### config.mk
export PLATFORM = sky130hd
export DESIGN_NAME = timer555_digital
export DESIGN_NICKNAME = d
export VERILOG_FILES = /design/src/rtl/timer555_pkg.sv /design/src/rtl/timer555_phase_cnt.sv /design/src/rtl/timer555_digital.sv
export SDC_FILE = /design/constraint.sdc
export NUM_CORES = 1
export LEC_CHECK = 0
export BUFFER_PORTS_ARGS = -buffer_cell sky130_fd_sc_hd__buf_4
export CAP_MARGIN = 10
export CELL_PAD_IN_SITES_DETAIL_PLACEMENT = 1
export CELL_PAD_IN_SITES_GLOBAL_PLACEMENT = 1
export CORE_UTILIZATION = 44
export DETAILED_ROUTE_END_ITERATION = 7
export GPL_ROUTABILITY_DRIVEN = 0
export HOLD_SLACK_MARGIN = 0.02
export PLACE_DENSITY = 0.83
export SYNTH_ARGS = -nofsm -noshare
export SYNTH_HDL_FRONTEND = slang
export SYNTH_SLANG_ARGS = --single-unit
### constraint.sdc
create_clock -name clk -period 3.49 [get_ports clk]
set_input_delay 0.1745 -clock clk [delete_from_list [all_inputs] [get_ports clk]]
set_output_delay 0.1745 -clock clk [all_outputs]
set_load 0.02 [all_outputs]
### src/rtl/timer555_pkg.sv
`default_nettype none
// ============================================================================
// Module   : timer555_pkg
// Brief    : Shared types, mode encodings and the real-time to cycle helper
//            for the digital 555 timer.
// Revision : 1.0 - initial release
// ============================================================================
package timer555_pkg;

    typedef enum logic [1:0] {
        IDLE = 2'd0,
        HIGH = 2'd1,
        LOW  = 2'd2
    } state_t;

    localparam logic MODE_ASTABLE = 1'b0;
    localparam logic MODE_MONO    = 1'b1;

    // Round to nearest cycle, never shorter than one cycle.
    function automatic longint cycles_of(input real t_sec, input real clk_period);
        longint n;
        n = longint'($floor(t_sec / clk_period + 0.5));
        if (n < 1) n = 1;
        return n;
    endfunction

endpackage
`default_nettype wire

### src/rtl/timer555_phase_cnt.sv
`default_nettype none
// ============================================================================
// Module   : timer555_phase_cnt
// Brief    : Loadable down-counter timing one output phase; expires at zero.
// Revision : 1.0 - initial release
// ============================================================================
module timer555_phase_cnt #(
    parameter int CNT_W = 32
) (
    input  logic             clk,
    input  logic             rst,
    input  logic             i_load,
    input  logic [CNT_W-1:0] i_load_val,
    input  logic             i_run,
    output logic             o_expired
);

    logic [CNT_W-1:0] r_cnt;

    always_ff @(posedge clk) begin
        if (rst) begin
            r_cnt <= '0;
        end else if (i_load) begin
            r_cnt <= i_load_val;
        end else if (i_run && (r_cnt != '0)) begin
            r_cnt <= r_cnt - 1'b1;
        end
    end

    assign o_expired = (r_cnt == '0);

endmodule
`default_nettype wire

### src/rtl/timer555_digital.sv
`default_nettype none
// ============================================================================
// Module   : timer555_digital
// Brief    : Clocked 555-style timer, astable and monostable modes, with
//            run-time phase lengths through shadow registers.
// Options  : TIMER555_RETRIG_EN - monostable pulse is retriggerable.
// Revision : 1.0 - initial release
// ============================================================================
module timer555_digital
    import timer555_pkg::*;
#(
    parameter real R1         = 100.0,
    parameter real R2         = 100000.0,
    parameter real C          = 1e-9,
    parameter real CLK_PERIOD = 1e-8,
    parameter int  CNT_W      = 32
) (
    input  logic             clk,
    input  logic             rst,
    input  logic             en,
    input  logic             mode,
    input  logic             trig,
    input  logic             ld,
    input  logic [CNT_W-1:0] hi_cnt_i,
    input  logic [CNT_W-1:0] lo_cnt_i,
    output logic             out,
    output logic             dis,
    output logic             period_done,
    output logic [CNT_W-1:0] cyc_cnt
);

    localparam logic [CNT_W-1:0] c_HI_DEF   = CNT_W'(cycles_of(0.693 * (R1 + R2) * C, CLK_PERIOD));
    localparam logic [CNT_W-1:0] c_LO_DEF   = CNT_W'(cycles_of(0.693 * R2 * C, CLK_PERIOD));
    localparam logic [CNT_W-1:0] c_MONO_DEF = CNT_W'(cycles_of(1.1 * R1 * C, CLK_PERIOD));
    localparam logic [CNT_W-1:0] c_ONE      = CNT_W'(1);

    state_t           r_state;
    logic             r_mode;
    logic             r_out;
    logic             r_pdone;
    logic [CNT_W-1:0] r_cyc;
    logic             r_trig_d;
    logic [CNT_W-1:0] r_hi_sh;
    logic [CNT_W-1:0] r_lo_sh;
    logic [CNT_W-1:0] r_mono_sh;

    logic             w_trig_rise;
    logic             w_retrig;
    logic             w_expired;
    logic             w_load;
    logic [CNT_W-1:0] w_load_val;

    assign w_trig_rise = trig & ~r_trig_d;

`ifdef TIMER555_RETRIG_EN
    assign w_retrig = (r_mode == MODE_MONO) & w_trig_rise;
`else
    assign w_retrig = 1'b0;
`endif

    always_ff @(posedge clk) begin
        if (rst) begin
            r_hi_sh   <= c_HI_DEF;
            r_lo_sh   <= c_LO_DEF;
            r_mono_sh <= c_MONO_DEF;
        end else if (ld) begin
            r_hi_sh   <= (hi_cnt_i == '0) ? c_ONE : hi_cnt_i;
            r_mono_sh <= (hi_cnt_i == '0) ? c_ONE : hi_cnt_i;
            r_lo_sh   <= (lo_cnt_i == '0) ? c_ONE : lo_cnt_i;
        end
    end

    // Counter holds remaining cycles minus one, so an N-cycle phase loads N-1.
    always_comb begin
        w_load     = 1'b0;
        w_load_val = '0;
        if (en) begin
            case (r_state)
                IDLE: begin
                    if (mode == MODE_ASTABLE) begin
                        w_load     = 1'b1;
                        w_load_val = r_hi_sh - c_ONE;
                    end else if (w_trig_rise) begin
                        w_load     = 1'b1;
                        w_load_val = r_mono_sh - c_ONE;
                    end
                end
                HIGH: begin
                    if (w_retrig) begin
                        w_load     = 1'b1;
                        w_load_val = r_mono_sh - c_ONE;
                    end else if (w_expired && (r_mode == MODE_ASTABLE)) begin
                        w_load     = 1'b1;
                        w_load_val = r_lo_sh - c_ONE;
                    end
                end
                LOW: begin
                    if (w_expired) begin
                        w_load     = 1'b1;
                        w_load_val = r_hi_sh - c_ONE;
                    end
                end
                default: begin
                    w_load     = 1'b0;
                    w_load_val = '0;
                end
            endcase
        end
    end

    timer555_phase_cnt #(
        .CNT_W (CNT_W)
    ) u_phase_cnt (
        .clk        (clk),
        .rst        (rst),
        .i_load     (w_load),
        .i_load_val (w_load_val),
        .i_run      (r_state != IDLE),
        .o_expired  (w_expired)
    );

    always_ff @(posedge clk) begin
        if (rst) begin
            r_state  <= IDLE;
            r_mode   <= MODE_ASTABLE;
            r_out    <= 1'b0;
            r_pdone  <= 1'b0;
            r_cyc    <= '0;
            r_trig_d <= 1'b0;
        end else begin
            r_trig_d <= trig;
            r_pdone  <= 1'b0;
            if (!en) begin
                r_state <= IDLE;
                r_out   <= 1'b0;
            end else begin
                case (r_state)
                    IDLE: begin
                        if (mode == MODE_ASTABLE) begin
                            r_state <= HIGH;
                            r_mode  <= MODE_ASTABLE;
                            r_out   <= 1'b1;
                        end else if (w_trig_rise) begin
                            r_state <= HIGH;
                            r_mode  <= MODE_MONO;
                            r_out   <= 1'b1;
                        end
                    end
                    HIGH: begin
                        if (w_expired && !w_retrig) begin
                            r_out <= 1'b0;
                            if (r_mode == MODE_MONO) begin
                                r_state <= IDLE;
                                r_pdone <= 1'b1;
                                r_cyc   <= r_cyc + c_ONE;
                            end else begin
                                r_state <= LOW;
                            end
                        end
                    end
                    LOW: begin
                        if (w_expired) begin
                            r_state <= HIGH;
                            r_out   <= 1'b1;
                            r_pdone <= 1'b1;
                            r_cyc   <= r_cyc + c_ONE;
                        end
                    end
                    default: begin
                        r_state <= IDLE;
                        r_out   <= 1'b0;
                    end
                endcase
            end
        end
    end

    assign out         = r_out;
    assign dis         = ~r_out;
    assign period_done = r_pdone;
    assign cyc_cnt     = r_cyc;

endmodule
`default_nettype wire

After elaboration in Yosys (flattened, before gate mapping)
Index checks and enable logic that the tools add are counted.

operators by class
  $add $sub $neg = 5
  multipliers = 0
  divide/modulo/power cells = 0
  order comparisons = 0
  equal/unequal tests = 7
  shift operators = 0
  multiplexer cells = 35
  bitwise operators = 5
  reduce and logical (&&, ||, !) cells = 14

operator list
  cell                                                                      number
  32-bit 2-to-1 mux                                                         12
  32-bit by 1-bit subtractor with 32-bit output (second input constant)     4
  32-bit logical NOT                                                        3
  32-bit one-hot mux with 3 select lines                                    1
  32-bit one-hot mux with 2 select lines                                    1
  32-bit by 1-bit adder with 32-bit output (second input constant)          1
  32-bit nonzero test                                                       1
  1-bit 2-to-1 mux                                                          12
  2-bit 2-to-1 mux                                                          5
  2-bit inequality test (second input constant)                             3
  1-bit one-hot mux with 3 select lines                                     2
  2-bit one-hot mux with 3 select lines                                     1
  3-bit AND reduction                                                       2
  2-bit nonzero test                                                        3
  5-bit AND reduction                                                       1
  1-bit NOT                                                                 4
  3-bit inequality test (second input constant)                             1
  2-bit by 1-bit == test with 1-bit output (second input constant)          1
  2-bit == test (second input constant)                                     1
  1-bit logical AND                                                         2
  2-bit logical NOT                                                         1
  2-bit by 1-bit inequality test with 1-bit output (second input constant)  1
  1-bit one-hot mux with 2 select lines                                     1
  2-bit OR reduction                                                        1
  1-bit AND                                                                 1

storage, ports and cells
  bits in registers = 166
  latch bits = 0
  memory bits (writable) = 0
  ROM bits = 0
  output and inout bits = 35
  word-level logic and storage cells = 76
  memories kept = 0

Logic depth before layout (Yosys ltp)
  depth in word-level cells = 7
  mapped depth = 11

Hierarchy
Synthesis repeated with hierarchy kept, for this count alone.

unflattened totals
  cell total of the unflattened synthesis = 1096
  area, all modules = 8735.9 sq um

by module, submodules not included
  module              times used  cells an instance  area each (sq um)  sequential area each (sq um)
  timer555_digital    1           850                6671.4             2162.1
  timer555_phase_cnt  1           246                2064.5             640.6

Least setup slack after synthesis
OpenSTA, ideal clock, no wires.

  kind = reg-to-reg
  start point = register u_phase_cnt.r_cnt[4]
  end point = register r_cyc[28], in the netlist cyc_cnt[28]
  data arrival time = 2.967 ns
  data required time = 3.362 ns
  setup slack = 0.396 ns
  cell stages (with the launch flop) = 11
  buffers on the path = 3
  period minus slack after synthesis = 3.094 ns
  path through = dfxtp_1 -> buf_6 -> or4_1 -> clkbuf_2 -> or4b_4 -> buf_6 -> nor4_4 -> nand2_4 -> or4_1 -> xor2_1 -> nor2_1

between the ends
  word-level cells in the longest chain between the ends = 3
  elaborated cells on any way between the ends = 4
  classes of those cells = eq/ne: 2; reduce/logical: 2

ends and longest elaborated chain
  element                                   RTL line                  RTL
  start: declaration                        timer555_phase_cnt.sv:18  logic [CNT_W-1:0] r_cnt;
  start signal: assignment                  timer555_phase_cnt.sv:24  r_cnt <= i_load_val;
  start signal: assignment                  timer555_phase_cnt.sv:26  r_cnt <= r_cnt - 1'b1;
  32-bit logical NOT (*)                    timer555_phase_cnt.sv:30  assign o_expired = (r_cnt == '0);
  2-bit inequality test (no source line)    --
  5-bit AND reduction (no source line) (*)  --
  end signal: assignment                    timer555_digital.sv:155   r_cyc <= r_cyc + c_ONE;
  end signal: assignment                    timer555_digital.sv:166   r_cyc <= r_cyc + c_ONE;
  end: declaration                          timer555_digital.sv:41    logic [CNT_W-1:0] r_cyc;

Mark *: on every way between the ends. The rest lies on a longest branch, timed or not.
A chain may end at the register's enable or synchronous reset.

Worst setup path after layout
  start point = register u_phase_cnt.r_cnt[4]
  end point = register u_phase_cnt.r_cnt[23]

between the ends
  word-level cells in the longest chain between the ends = 6
  elaborated cells on any way between the ends = 16
  classes of those cells = add/sub: 1; mux: 10; reduce/logical: 5

ends and longest elaborated chain
  element
  parallel branches: the longest is 6 deep, another holds 32-bit by 1-bit subtractor with 32-bit output

Parallel ways; which one is timed is not known. The select of a mux whose other input is x is not followed.

==> results.txt <==
outcome: finished with violations
failing checks: design-rule violations
top post-synthesis cells by area: dfxtp_1 34%, nor2_1 6.7%, xor2_1 6.6%
Tcrit/Tclk final: 93.8%
P&R area growth vs syn: 26.5%
Max transition margin: 38.9%
synthesized area: 0.00823 mm2
CTS root buffer: clkbuf_16
clock sinks: 139
area share of the largest cell type after synthesis: 33.8%
post-route setup TNS: 0 ns
Crit path required time: 3.85 ns
largest family of logic cells by synthesized area: simple AND/OR/NAND/NOR gates
RR Startpoint: u_phase_cnt.r_cnt[4]
Max Fclk: 305 MHz
crit path kind: reg -> reg
Max-Cap Viols: 0
row count: 49
pwr/cell area: 431 mW/mm2
Synth Area in Compound Gates: 16.4%
Starting Density: 45.4%
Die ar.: 0.0193 mm2
Final setup violation count: 0
P_leak: 0.00404 uW
post-synthesis mux area share: 4.03%
final wirelength: 30.4 mm
CTS clk-pin slew, worst paths: 0.06 ns
final slew viol count: 0
vias per inst: 6.15
RSZ-0062 raised after global routing: false
RR Endpoint: u_phase_cnt.r_cnt[23]
Crit. End Element: register
Layout Nets: 1252
All-Layer GR Usage: 31.9%
initial detailed-routing violation count: 796
leading cell type in the layout, fill and taps excluded: nor2_1
Synth area leader: dfxtp_1
post-synthesis adder-cell area fraction: 1.67%
xor and xnor area share after synthesis: 12.2%
number of synthesized register bits: 139
H-tree Lvls: 4
Ports: 105
worst vdd ir: 0.000304 V
pin count of the biggest net entering global routing: 66
final hold viol count: 0
total CTS buffers: 17
Clock Skew: 0.0124 ns
# Post-CTS Setup Buffers: 0
# diodes: 0
proportion of layout cells with a drive suffix above 1: 14.9%
Netlist cell types: 68
asr flop ratio synth: 0%
CTS tree: built
Die Wd: 139 um
gr ovfl total: 0
WHS Path Cells: 3
Cells after Synth: 1029
ys flop type: dfxtp_1
critical path peak fanout: 23
most frequent cells in the layout: 146 x nor2_1, 139 x dfxtp_1, 132 x buf_4, 63 x nand2_1
DRC errors left: 5
Worst-Margin Slew: 0.913 ns
DRT antenna net count: 0
Mapped Nets: 1110
Core Util, Final: 57.4%
global-route wire length before repair: 48.5 mm
Period minus WS final: 3.27 ns
die height: 139 um
post-DP HPWL: 19.9 mm
clk buf depth: 2
Post-synth EDFFs: 0
final hold slack: 0.0486 ns
DR pass1 iterations: 7
worst skew pair latency: 0.44 ns
Critical Path AT: 3.63 ns
Synth Area in Simple Gates: 27.6%
R2R depth: 8
vias in the first global route: 8653
synthesis warning total: 0
sequential element share of the synthesized area: 33.8%
total number of vias: 8697
hold path start: lo_cnt_i[16]
Core Region: 0.0181 mm2
Hold Path Sink: r_lo_sh[16]
CP Launch Type: register
HP Class: in -> reg
WL/cell: 21.5 um
R2R setup slack: 0.22 ns
syn avg cell area: 8.00 um2
PortBufs: 104
Worst Setup SP: u_phase_cnt.r_cnt[4]
initial antenna violation count: 0
-- cells in the mapped netlist (17+ instances only) --
master and number:
nand3_1 29, xor2_1 62, dfxtp_1 139, xnor2_1 53
nor3_1 48, clkbuf_1 59, nor2_1 147, a21oi_1 46
a211oi_1 23, inv_1 17, nand2_1 63, o21ai_0 17
mux2i_1 32, a22oi_1 29, nor4_1 52, nand4_1 26
-- layout make-up --
class / instances / area, um2
well taps: 229 / 287
clock inverters: 13 / 124
flip-flops and latches: 139 / 2780
multi-input cells: 800 / 5100
repair buffers: 194 / 1610
fillers: 2147 / 7730
inverters: 19 / 71.3
clock buffers: 19 / 443
-- kinds of logic after synthesis --
logic type	count (synthesis)
compound gates	195
xor+xnor	115
fa+ha+maj	11
buf+inv	90
flops	139
mux	33
simple gates	446
-- sequential cells by signal, indices dropped and copies added (netlist names) --
name	cells
r_mono_sh	7
period_done	1
r_hi_sh	31
r_mode	1
r_trig_d	1
u_phase_cnt.r_cnt	32
r_lo_sh	32
r_state	2
cyc_cnt	32
-- critical path, stage by stage, from the launching register on --
cell and delay, ns:
dfxtp_1 0.38, or4_1 0.66, or4b_4 0.63, nor4_1 0.49, o21a_1 0.17, buf_4 0.27, nor2_1 0.13, o31a_1 0.32
nor3_1 0.15
-- through the flow --
stage / instance area (um2) / instances / setup WS, ns / total power (uW)
after floorplan: 8230 / 1029 / 0.396 / 2340
after global placement: 9230 / 1319 / 0.376 / 2610
after detailed placement: 9230 / 1319 / 0.281 / 2640
after CTS: 10400 / 1413 / 0.258 / 4460
after global routing: 10400 / 1413 / 0.0464 / 4660
final: 10400 / 1413 / 0.215 / 4490
-- power breakdown --
group          leakage (uW)  switching (uW)  internal, uW
combinational       0.00262             509           379
clock              0.000275             818           964
sequential          0.00114             142          1680
-- what timing repair did --
item / CTS / global route
hold buffers: 62 / 0
resized for setup: 0 / 0
endpoints found under the hold margin: 64 / 0
-- per-layer routing --
metal / share of wire [%] / GRT usage [%]
met5: 0 / 0
met1: 45 / 42.0
met2: 47 / 51.9
met3: 5.7 / 6.49
met4: 2.5 / 10.6
-- how the worst max path moves through the flow --
stage | cells after the start | slack, ns | end
after floorplan | 10 | 0.40 | cyc_cnt[28]
after global placement | 8 | 0.38 | u_phase_cnt.r_cnt[23]
after detailed placement | 8 | 0.28 | u_phase_cnt.r_cnt[23]
after CTS | 8 | 0.26 | u_phase_cnt.r_cnt[26]
after global routing | 8 | 0.05 | u_phase_cnt.r_cnt[23]
final | 8 | 0.22 | u_phase_cnt.r_cnt[23]
Note: power is estimated with default switching activity, not from simulation.
